**config.mk**
```make
export PLATFORM = sky130hd
export DESIGN_NAME = yhat_sched_flat
export DESIGN_NICKNAME = d
export VERILOG_FILES = /design/src/rtl/yhat_sched_if.sv /design/src/rtl/yhat_sched.sv /design/src/flat_wrapper.sv
export SDC_FILE = /design/constraint.sdc
export NUM_CORES = 2
export LEC_CHECK = 0
export BUFFER_PORTS_ARGS = -buffer_cell sky130_fd_sc_hd__buf_2
export CORE_AREA = 2 2 385 387
export CTS_CLUSTER_DIAMETER = 50
export DETAILED_ROUTE_END_ITERATION = 8
export DIE_AREA = 0 0 387 389
export GPL_TIMING_DRIVEN = 0
export SLEW_MARGIN = 10
export SYNTH_ARGS = -nofsm -noshare
export SYNTH_HDL_FRONTEND = slang
export SYNTH_SLANG_ARGS = --single-unit
```
**constraint.sdc**
```tcl
create_clock -name i_clk -period 118.6 [get_ports i_clk]
set_clock_uncertainty 0.05 [all_clocks]
set_input_delay 5.93 -clock i_clk [delete_from_list [all_inputs] [get_ports i_clk]]
set_output_delay 5.93 -clock i_clk [all_outputs]
set_load 0.02 [all_outputs]
```
**src/rtl/yhat_sched_if.sv**
```systemverilog
// Handshake and datapath bus of the y_hat scheduler: input beats, cal_yhat drive/return, frame output.
interface yhat_sched_if;
  localparam int unsigned VEC_W = 192;
  localparam int unsigned YH_W  = 40;
  localparam int unsigned OUT_W = 160;

  logic              i_in_valid;
  logic              o_in_ready;
  logic [VEC_W-1:0]  i_q_col;
  logic [VEC_W-1:0]  i_y;
  logic              o_dp_en;
  logic [VEC_W-1:0]  o_dp_e;
  logic [VEC_W-1:0]  o_dp_y;
  logic [YH_W-1:0]   i_dp_yhat;
  logic              o_out_valid;
  logic              i_out_ready;
  logic [OUT_W-1:0]  o_yhat;

  modport master (
    output i_in_valid, i_q_col, i_y, i_dp_yhat, i_out_ready,
    input  o_in_ready, o_dp_en, o_dp_e, o_dp_y, o_out_valid, o_yhat
  );

  modport slave (
    input  i_in_valid, i_q_col, i_y, i_dp_yhat, i_out_ready,
    output o_in_ready, o_dp_en, o_dp_e, o_dp_y, o_out_valid, o_yhat
  );
endinterface

```
**src/rtl/yhat_sched.sv**
```systemverilog
// Frame scheduler for cal_yhat: buffers 4 Q columns plus y, streams them to the datapath
// and collects the 4 y_hat results into one output frame.
module yhat_sched #(
  parameter int unsigned NCOL   = 4,
  parameter int unsigned DP_LAT = 5
) (
  input  logic        i_clk,
  input  logic        i_rst,
  yhat_sched_if.slave bus
);
  localparam int unsigned CW       = 48;
  localparam int unsigned VW       = NCOL * CW;
  localparam int unsigned YW       = 40;
  localparam int unsigned RW       = 4;
  localparam int unsigned RUN_LAST = 2 * NCOL + 3;

  typedef enum logic [1:0] {S_IDLE, S_LOAD, S_RUN, S_DONE} state_t;

  state_t                   state_q, state_d;
  logic [1:0]               beat_q, beat_d;
  logic [RW-1:0]            r_q, r_d;
  logic                     accept_c;
  logic [NCOL-1:0][VW-1:0]  col_q;
  logic [VW-1:0]            y_q;
  logic [RW-1:0]            cap_off_c;
  logic                     cap_c;
  logic [1:0]               cap_slot_c;

  // State, beat and run counters
  always_ff @(posedge i_clk or posedge i_rst) begin
    if (i_rst) begin
      state_q <= S_IDLE;
      beat_q  <= '0;
      r_q     <= '0;
    end else begin
      state_q <= state_d;
      beat_q  <= beat_d;
      r_q     <= r_d;
    end
  end

  // Next state; o_in_ready is high exactly in IDLE/LOAD, so a valid there is an accepted beat
  always_comb begin
    state_d  = state_q;
    beat_d   = beat_q;
    r_d      = r_q;
    accept_c = 1'b0;
    case (state_q)
      S_IDLE, S_LOAD: begin
        accept_c = bus.i_in_valid;
        if (bus.i_in_valid) begin
          if (beat_q == 2'(NCOL - 1)) begin
            state_d = S_RUN;
            beat_d  = '0;
            r_d     = '0;
          end else begin
            state_d = S_LOAD;
            beat_d  = beat_q + 2'd1;
          end
        end
      end
      S_RUN: begin
        if (r_q == RW'(RUN_LAST)) begin
          state_d = S_DONE;
          r_d     = '0;
        end else begin
          r_d = r_q + RW'(1);
        end
      end
      S_DONE: begin
        if (bus.i_out_ready) state_d = S_IDLE;
      end
      default: state_d = S_IDLE;
    endcase
  end

  // Result slot k is returned by the datapath at r = 2k + DP_LAT
  assign cap_off_c  = r_q - RW'(DP_LAT);
  assign cap_c      = (state_q == S_RUN) && (r_q >= RW'(DP_LAT)) && !cap_off_c[0];
  assign cap_slot_c = 2'(cap_off_c >> 1);

  // Buffers and registered outputs, driven from the next-state view so they line up with r
  always_ff @(posedge i_clk or posedge i_rst) begin
    if (i_rst) begin
      col_q           <= '0;
      y_q             <= '0;
      bus.o_in_ready  <= 1'b1;
      bus.o_dp_en     <= 1'b0;
      bus.o_dp_e      <= '0;
      bus.o_dp_y      <= '0;
      bus.o_out_valid <= 1'b0;
      bus.o_yhat      <= '0;
    end else begin
      if (accept_c) begin
        col_q[beat_q] <= bus.i_q_col;
        if (beat_q == 2'd0) y_q <= bus.i_y;
      end
      bus.o_in_ready  <= (state_d == S_IDLE) || (state_d == S_LOAD);
      bus.o_out_valid <= (state_d == S_DONE);
      bus.o_dp_en     <= (state_d == S_RUN) && (r_d <= RW'(DP_LAT));
      bus.o_dp_y      <= (state_d == S_RUN) ? y_q : '0;
      if ((state_d == S_RUN) && (r_d >= RW'(1)) && (r_d <= RW'(2 * NCOL)))
        bus.o_dp_e <= col_q[2'((r_d - RW'(1)) >> 1)];
      else
        bus.o_dp_e <= '0;
      for (int k = 0; k < int'(NCOL); k++) begin
        if (cap_c && (cap_slot_c == 2'(k))) bus.o_yhat[k*YW +: YW] <= bus.i_dp_yhat;
      end
    end
  end
endmodule

```
**src/flat_wrapper.sv**
```systemverilog
// flat-port wrapper written by rule: the top's interface ports become plain ports
module yhat_sched_flat 
#(
  parameter int unsigned NCOL   = 4,
  parameter int unsigned DP_LAT = 5
)
  (i_clk, i_rst, bus_i_in_valid, bus_i_q_col, bus_i_y, bus_i_dp_yhat, bus_i_out_ready, bus_o_in_ready, bus_o_dp_en, bus_o_dp_e, bus_o_dp_y, bus_o_out_valid, bus_o_yhat);
  yhat_sched_if bus_i ();
  input  logic i_clk;
  input  logic i_rst;
  input wire logic [$bits(bus_i.i_in_valid)-1:0] bus_i_in_valid;
  input wire logic [$bits(bus_i.i_q_col)-1:0] bus_i_q_col;
  input wire logic [$bits(bus_i.i_y)-1:0] bus_i_y;
  input wire logic [$bits(bus_i.i_dp_yhat)-1:0] bus_i_dp_yhat;
  input wire logic [$bits(bus_i.i_out_ready)-1:0] bus_i_out_ready;
  output wire logic [$bits(bus_i.o_in_ready)-1:0] bus_o_in_ready;
  output wire logic [$bits(bus_i.o_dp_en)-1:0] bus_o_dp_en;
  output wire logic [$bits(bus_i.o_dp_e)-1:0] bus_o_dp_e;
  output wire logic [$bits(bus_i.o_dp_y)-1:0] bus_o_dp_y;
  output wire logic [$bits(bus_i.o_out_valid)-1:0] bus_o_out_valid;
  output wire logic [$bits(bus_i.o_yhat)-1:0] bus_o_yhat;
  assign bus_i.i_in_valid = bus_i_in_valid;
  assign bus_i.i_q_col = bus_i_q_col;
  assign bus_i.i_y = bus_i_y;
  assign bus_i.i_dp_yhat = bus_i_dp_yhat;
  assign bus_i.i_out_ready = bus_i_out_ready;
  assign bus_o_in_ready = bus_i.o_in_ready;
  assign bus_o_dp_en = bus_i.o_dp_en;
  assign bus_o_dp_e = bus_i.o_dp_e;
  assign bus_o_dp_y = bus_i.o_dp_y;
  assign bus_o_out_valid = bus_i.o_out_valid;
  assign bus_o_yhat = bus_i.o_yhat;
  yhat_sched #(.NCOL(NCOL), .DP_LAT(DP_LAT)) u_core (.i_clk(i_clk), .i_rst(i_rst), .bus(bus_i));
endmodule
```
Word level (Yosys, flattened, before mapping). Cells that the tools add are included.

Output and inout bits: 547. Register bits after elaboration: 1515.

Equal/unequal tests: 11. Order comparisons: 7. Add/sub/neg operators: 4. Mux-type cells: 18. Reductions and logical operators: 19.

Operator list (number): bitwise mux 768 bit (1); 2-to-1 mux 192 bit (4); binary-select mux 192 bit (select 2 bit) (1); demux 192 bit (select 2 bit) (1); equality test 2 bit, second input constant (7); 2-to-1 mux 4 bit (3); logical AND 1 bit (10); 2-to-1 mux 2 bit (5); logical NOT 2 bit (4); case mux 4 bit (2 select lines) (1); equality test 2 x 1 -> 1 bit, second input constant (3); < comparator 2 x 3 -> 1 bit, second input constant (2); case mux 2 bit (3 select lines) (1); adder 4 x 1 -> 4 bit, second input constant (1); equality test 4 bit, second input constant (1); greater-or-equal comparator 4 x 1 -> 1 bit, second input constant (1); greater-or-equal comparator 4 x 3 -> 1 bit, second input constant (1); <= comparator 4 x 3 -> 1 bit, second input constant (1); <= comparator 4 bit, second input constant (1); AND reduction 2 bit (2); subtractor 3 x 1 -> 3 bit, second input constant (1); subtractor 3 bit, second input constant (1); adder 2 x 1 -> 2 bit, second input constant (1); greater-or-equal comparator 2 x 1 -> 1 bit, second input constant (1); 4 further kinds (4).

Depth between registers and ports, before layout.
Depth after elaboration: 8. Depth in mapped cells: 13. Mapped depth without buffers: 9.

Worst setup path before layout. Ideal clock, no wire load.

Path kind: input to register. Start: input bus_i_in_valid. End: register u_core.bus.o_dp_e[0]. Stages: 11. Slack: 109.697 ns. Data required time: 118.418 ns. Arrival time: 8.721 ns. Setup time: 0.132 ns. Cells stage by stage: nand3b_4 > clkbuf_1 > clkbuf_1 > nand3_1 > o31a_1 > ha_1 > clkbuf_1 > buf_2 > buf_1 > mux4_2 > nor2b_1.

Longest elaborated chain between the ends: 6. Elaborated cells between the ends (all ways): 13.

Ends and longest elaborated chain: from (decl) (line flat_wrapper.sv:11) `input wire logic [$bits(bus_i.i_in_valid)-1:0] bus_i_in_valid;`; 2-to-1 mux 4 bit or 2-to-1 mux 2 bit (tied branches) (line yhat_sched.sv:51) `if (bus.i_in_valid) begin`; case mux 4 bit (2 select lines) or case mux 2 bit (3 select lines) (tied branches) (line yhat_sched.sv:48) `case (state_q)`; subtractor 3 x 1 -> 3 bit (tied with other cells) (line yhat_sched.sv:103) `bus.o_dp_e <= col_q[2'((r_d - RW'(1)) >> 1)];`; binary-select mux 192 bit (select 2 bit) or logical AND 1 bit (tied branches) (line yhat_sched.sv:103, yhat_sched.sv:102); 2-to-1 mux 192 bit (not written as such) or logical AND 1 bit (tied branches) (line yhat_sched.sv:103, yhat_sched.sv:102); 2-to-1 mux 192 bit * (line yhat_sched.sv:102) `if ((state_d == S_RUN) && (r_d >= RW'(1)) && (r_d <= RW'(2 * NCOL)))`; to (signal assigned) (line yhat_sched.sv:103); to (decl) (line yhat_sched_if.sv:26) `output o_in_ready, o_dp_en, o_dp_e, o_dp_y, o_out_valid, o_yhat`.

Mark *: on every way between the ends. The rest lies on a longest branch, timed or not. The select of a mux whose other input is x is not followed. A chain may end at the register's enable or synchronous reset.

Worst setup path after layout.
Start: input bus_i_in_valid. End: register u_core.bus.o_dp_e[132].

Same word-level chain as after synthesis.

==> results.md <==
* Crit end category: register
* Setup Fix Bufs, Post-CTS at 0
* Htree depth at 4
* PwrDens at between 30 and 40 nW/um^2
* Clk buf depth at 3
* Reg2reg setup slack at between 100000 and 150000 ps
* Number of port buffers at 974
* CTS buffer count at between 150 and 200
* R2R Path End: u_core.bus.o_dp_e[132]
* Post-Syn Area at approximately 59000 sq um
* CP delay by family, top: buffers and inverters
* Register area share after synthesis at 0.646
* Die width at just under 400 um
* Total Routed Length at roughly 170000 um
* Worst IR Drop VDD at between 0.00003 and 0.00004 V
* First-pass GRT wire length at 248000 um
* CP cell instances: buf_2 > nand3b_4 > clkbuf_1 > clkbuf_1 > nand3_1 > o31a_1 > ha_1 > clkbuf_1 > buf_2 > buf_1 > mux4_2 > nor2b_1
* DR DRC count at 0
* Die Area at ~150000 sq um
* Mapped Avg Cell Area at ~17 sq um
* Largest net degree at the start of global routing at between 100 and 150
* DP Wirelength at around 120000 um
* Buf/Inv on CP at 6
* Ys Warns at 0
* CTS tree: done
* Filler cells at around 13k
* Syn_nets at 3927
* Status: finished, final reports clean
* Placement Rows at about 140
* DR pass1 iterations at 5
* Resize count post-CTS at 0
* Clk root buf: clkbuf_16
* Share of cells above drive strength 1 at 0.566
* Cell count of the worst reg-to-reg path at 12
* Min Hold Slack at around 400 ps
* Ys flop type: dfrtp_1
* Leak pwr at 34.5 nW
* Routed len/inst at approximately 25 um
* Final hold violation count at 0
* Worst Hold Class: register to register
* Sum of negative setup slack at 0 ps
* 1st-iter DRT viols at about 1.6k
* # IOs at around 980
* Fin crit period at roughly 10000 ps
* Congestion Overflow GR at 0
* Vias per inst at between 5 and 6
* RSZ-0062 raised after global routing: false
* Slew HR at 0.177
* Worst Path Required at between 100000 and 150000 ps
* Max Fclk at around 0.10 GHz
* Via count at 34.1k
* Hold-fix buffers, CTS at 0
* Number of synthesized flops with an enable pin at 0
* Crit Path Class: input pin to register
* Hold EP: u_core.bus.o_dp_y[0]
* Max_cap viols at 0
* Total Nets Final at 5096
* Antenna violations before repair at 110
* Mapped Cells at approximately 3.5k
* CP max stage cell: clkbuf_1
* Synth cell types at 35
* Arrival time at the worst endpoint at roughly 10000 ps
* Clock transition at path regs at ~60 ps
* Most Frequent Cell on Critical Path: clkbuf_1
* Pins over their slew limit at 0
* Vias in the first global route at 35.7k
* Antenna Nets Post-Route at 0
* Crit-path max FO at 10
* DIE HEIGHT at just under 400 um
* Clock net sink count at ~1.5k
* P&R area growth vs syn at 23.7%
* Worst-Margin Slew at around 1200 ps
* Final period utilization at 0.0824
* Min-delay src: u_core.y_q[0]
* Core Area at around 150000 sq um
* Placer Congestion at approximately 0.9
* Worst r2r src: u_core.beat_q[0]
* FFs w/ async S/R, synth at 1.00
* Flops & latches, synth at roughly 1.5k
* Worst path max stage delay at about 830 ps
* Startpoint class of the critical path: input pin
* Final setup viols at 0
* Worst-Skew Late Latency at 800 ps
* Initial core utilization at 0.401
* GRT Util Overall at 0.226
* Hold Path Depth at 1
-- worst max path at each step --
stage,start,to,slack (ps),cells after the start
after floorplan,i_rst,u_core.beat_q[0],69880,1
final,bus_i_in_valid,u_core.bus.o_dp_e[132],108830,12
after CTS,bus_i_in_valid,u_core.bus.o_dp_e[132],108780,12
after global routing,bus_i_in_valid,u_core.bus.o_dp_e[132],108490,12
after global placement,i_rst,u_core.bus.o_yhat[109],52670,2
after detailed placement,bus_i_in_valid,u_core.bus.o_dp_e[132],107880,12
-- where the power goes --
group | internal, W | total [W] | switching (W) | leakage [nW]
Clock | 0.000336 | 0.000559 | 0.000223 | 2.95
Combinational | 0.000517 | 0.00100 | 0.000486 | 12.7
Sequential | 0.000754 | 0.000852 | 0.0000981 | 18.9
Total | 0.00161 | 0.00241 | 0.000807 | 34.5
-- cell usage in the layout (no fill, tap or decap), drive strengths merged, types with 4 or more instances in the layout --
cell type	n
dfrtp	1514
buf	1122
mux2	1120
clkbuf	318
nor2b	197
and2	194
mux4	192
diode	37
inv	29
clkinv	28
bufinv	18
ha	10
clkinvlp	8
nand2	7
nand3	6
nor2	4
-- logic make-up after synthesis --
logic type / count (synthesis) / synth area share
buffers and inverters: 217 / 0.0172
AOI/OAI and AO/OA: 12 / 0.00168
xor gates and xnor gates: 1 / 0.000149
and+or+nand+nor: 421 / 0.0446
adders and majority gates: 10 / 0.00213
DFF: 1515 / 0.646
muxes: 1313 / 0.289
-- worst reg2reg max path: cells and delay by family, from the launching register on --
kind,cells,cell delay (ps)
AOI/OAI and AO/OA,1,180
DFF,1,420
adders and majority gates,2,580
and+or+nand+nor,3,500
muxes,1,610
buffers and inverters,5,2750
-- per-layer routing --
layer,vias to the layer above,wire length [um],global-route usage
li1,14800,-,-
met1,18000,68700,0.280
met2,934,82800,0.365
met3,362,13000,0.0772
met4,70,6110,0.0886
met5,-,430,0
-- area by class of cell --
cell class / instances / area, sq um / area share
buffer: 207 / 978 / 0.0135
sequential: 1515 / 37900 / 0.522
antenna: 37 / 92.6 / 0.00128
tap: 1930 / 2410 / 0.0333
timing repair buffer: 990 / 5300 / 0.0730
clock buffer: 243 / 5000 / 0.0688
multi-input combinational: 1757 / 19800 / 0.273
clock inverter: 73 / 1070 / 0.0147
inverter: 10 / 45.0 / 0.000620
-- state kept, by name (all words and copies together), names as in the netlist --
register	flops
u_core.r_q	4
u_core.bus.o_out_valid	1
u_core.beat_q	2
u_core.bus.o_dp_en	1
u_core.bus.o_in_ready	1
u_core.state_q	2
u_core.y_q	192
u_core.bus.o_dp_y	192
u_core.bus.o_dp_e	192
u_core.col_q	768
u_core.bus.o_yhat	160
-- per-stage QoR --
| stage | instances | setup WS (ps) | util | total power (W) | instance area (sq um) |
|---|---|---|---|---|---|
| final | 6762 | 108830 | 0.495 | 0.00241 | 72600 |
| after global routing | 6748 | 108490 | 0.495 | 0.00255 | 72600 |
| after CTS | 6725 | 108780 | 0.495 | 0.00245 | 72500 |
| after detailed placement | 6409 | 107880 | 0.453 | 0.00188 | 66400 |
| after global placement | 6393 | 52670 | 0.450 | 0.00188 | 66000 |
| after floorplan | 3489 | 69880 | - | 0.00158 | 58700 |
-- Yosys cell counts (3+ instances only) --
| library cell | n | share of area |
|---|---|---|
| nor2b_1 | 197 | 0.021 |
| buf_2 | 100 | 0.0085 |
| and2_1 | 194 | 0.021 |
| o21ai_0 | 3 | 0.00026 |
| nand3_1 | 6 | 0.00051 |
| nor2_1 | 4 | 0.00026 |
| buf_1 | 14 | 0.00089 |
| mux2_2 | 1120 | 0.21 |
| nand2_1 | 7 | 0.00045 |
| ha_1 | 10 | 0.0021 |
| mux4_2 | 192 | 0.074 |
| nor3_1 | 3 | 0.00026 |
| inv_1 | 10 | 0.00064 |
| clkbuf_1 | 75 | 0.0048 |
| buf_4 | 18 | 0.0023 |
| dfrtp_1 | 1514 | 0.65 |
(Power assumes the default switching activity.)
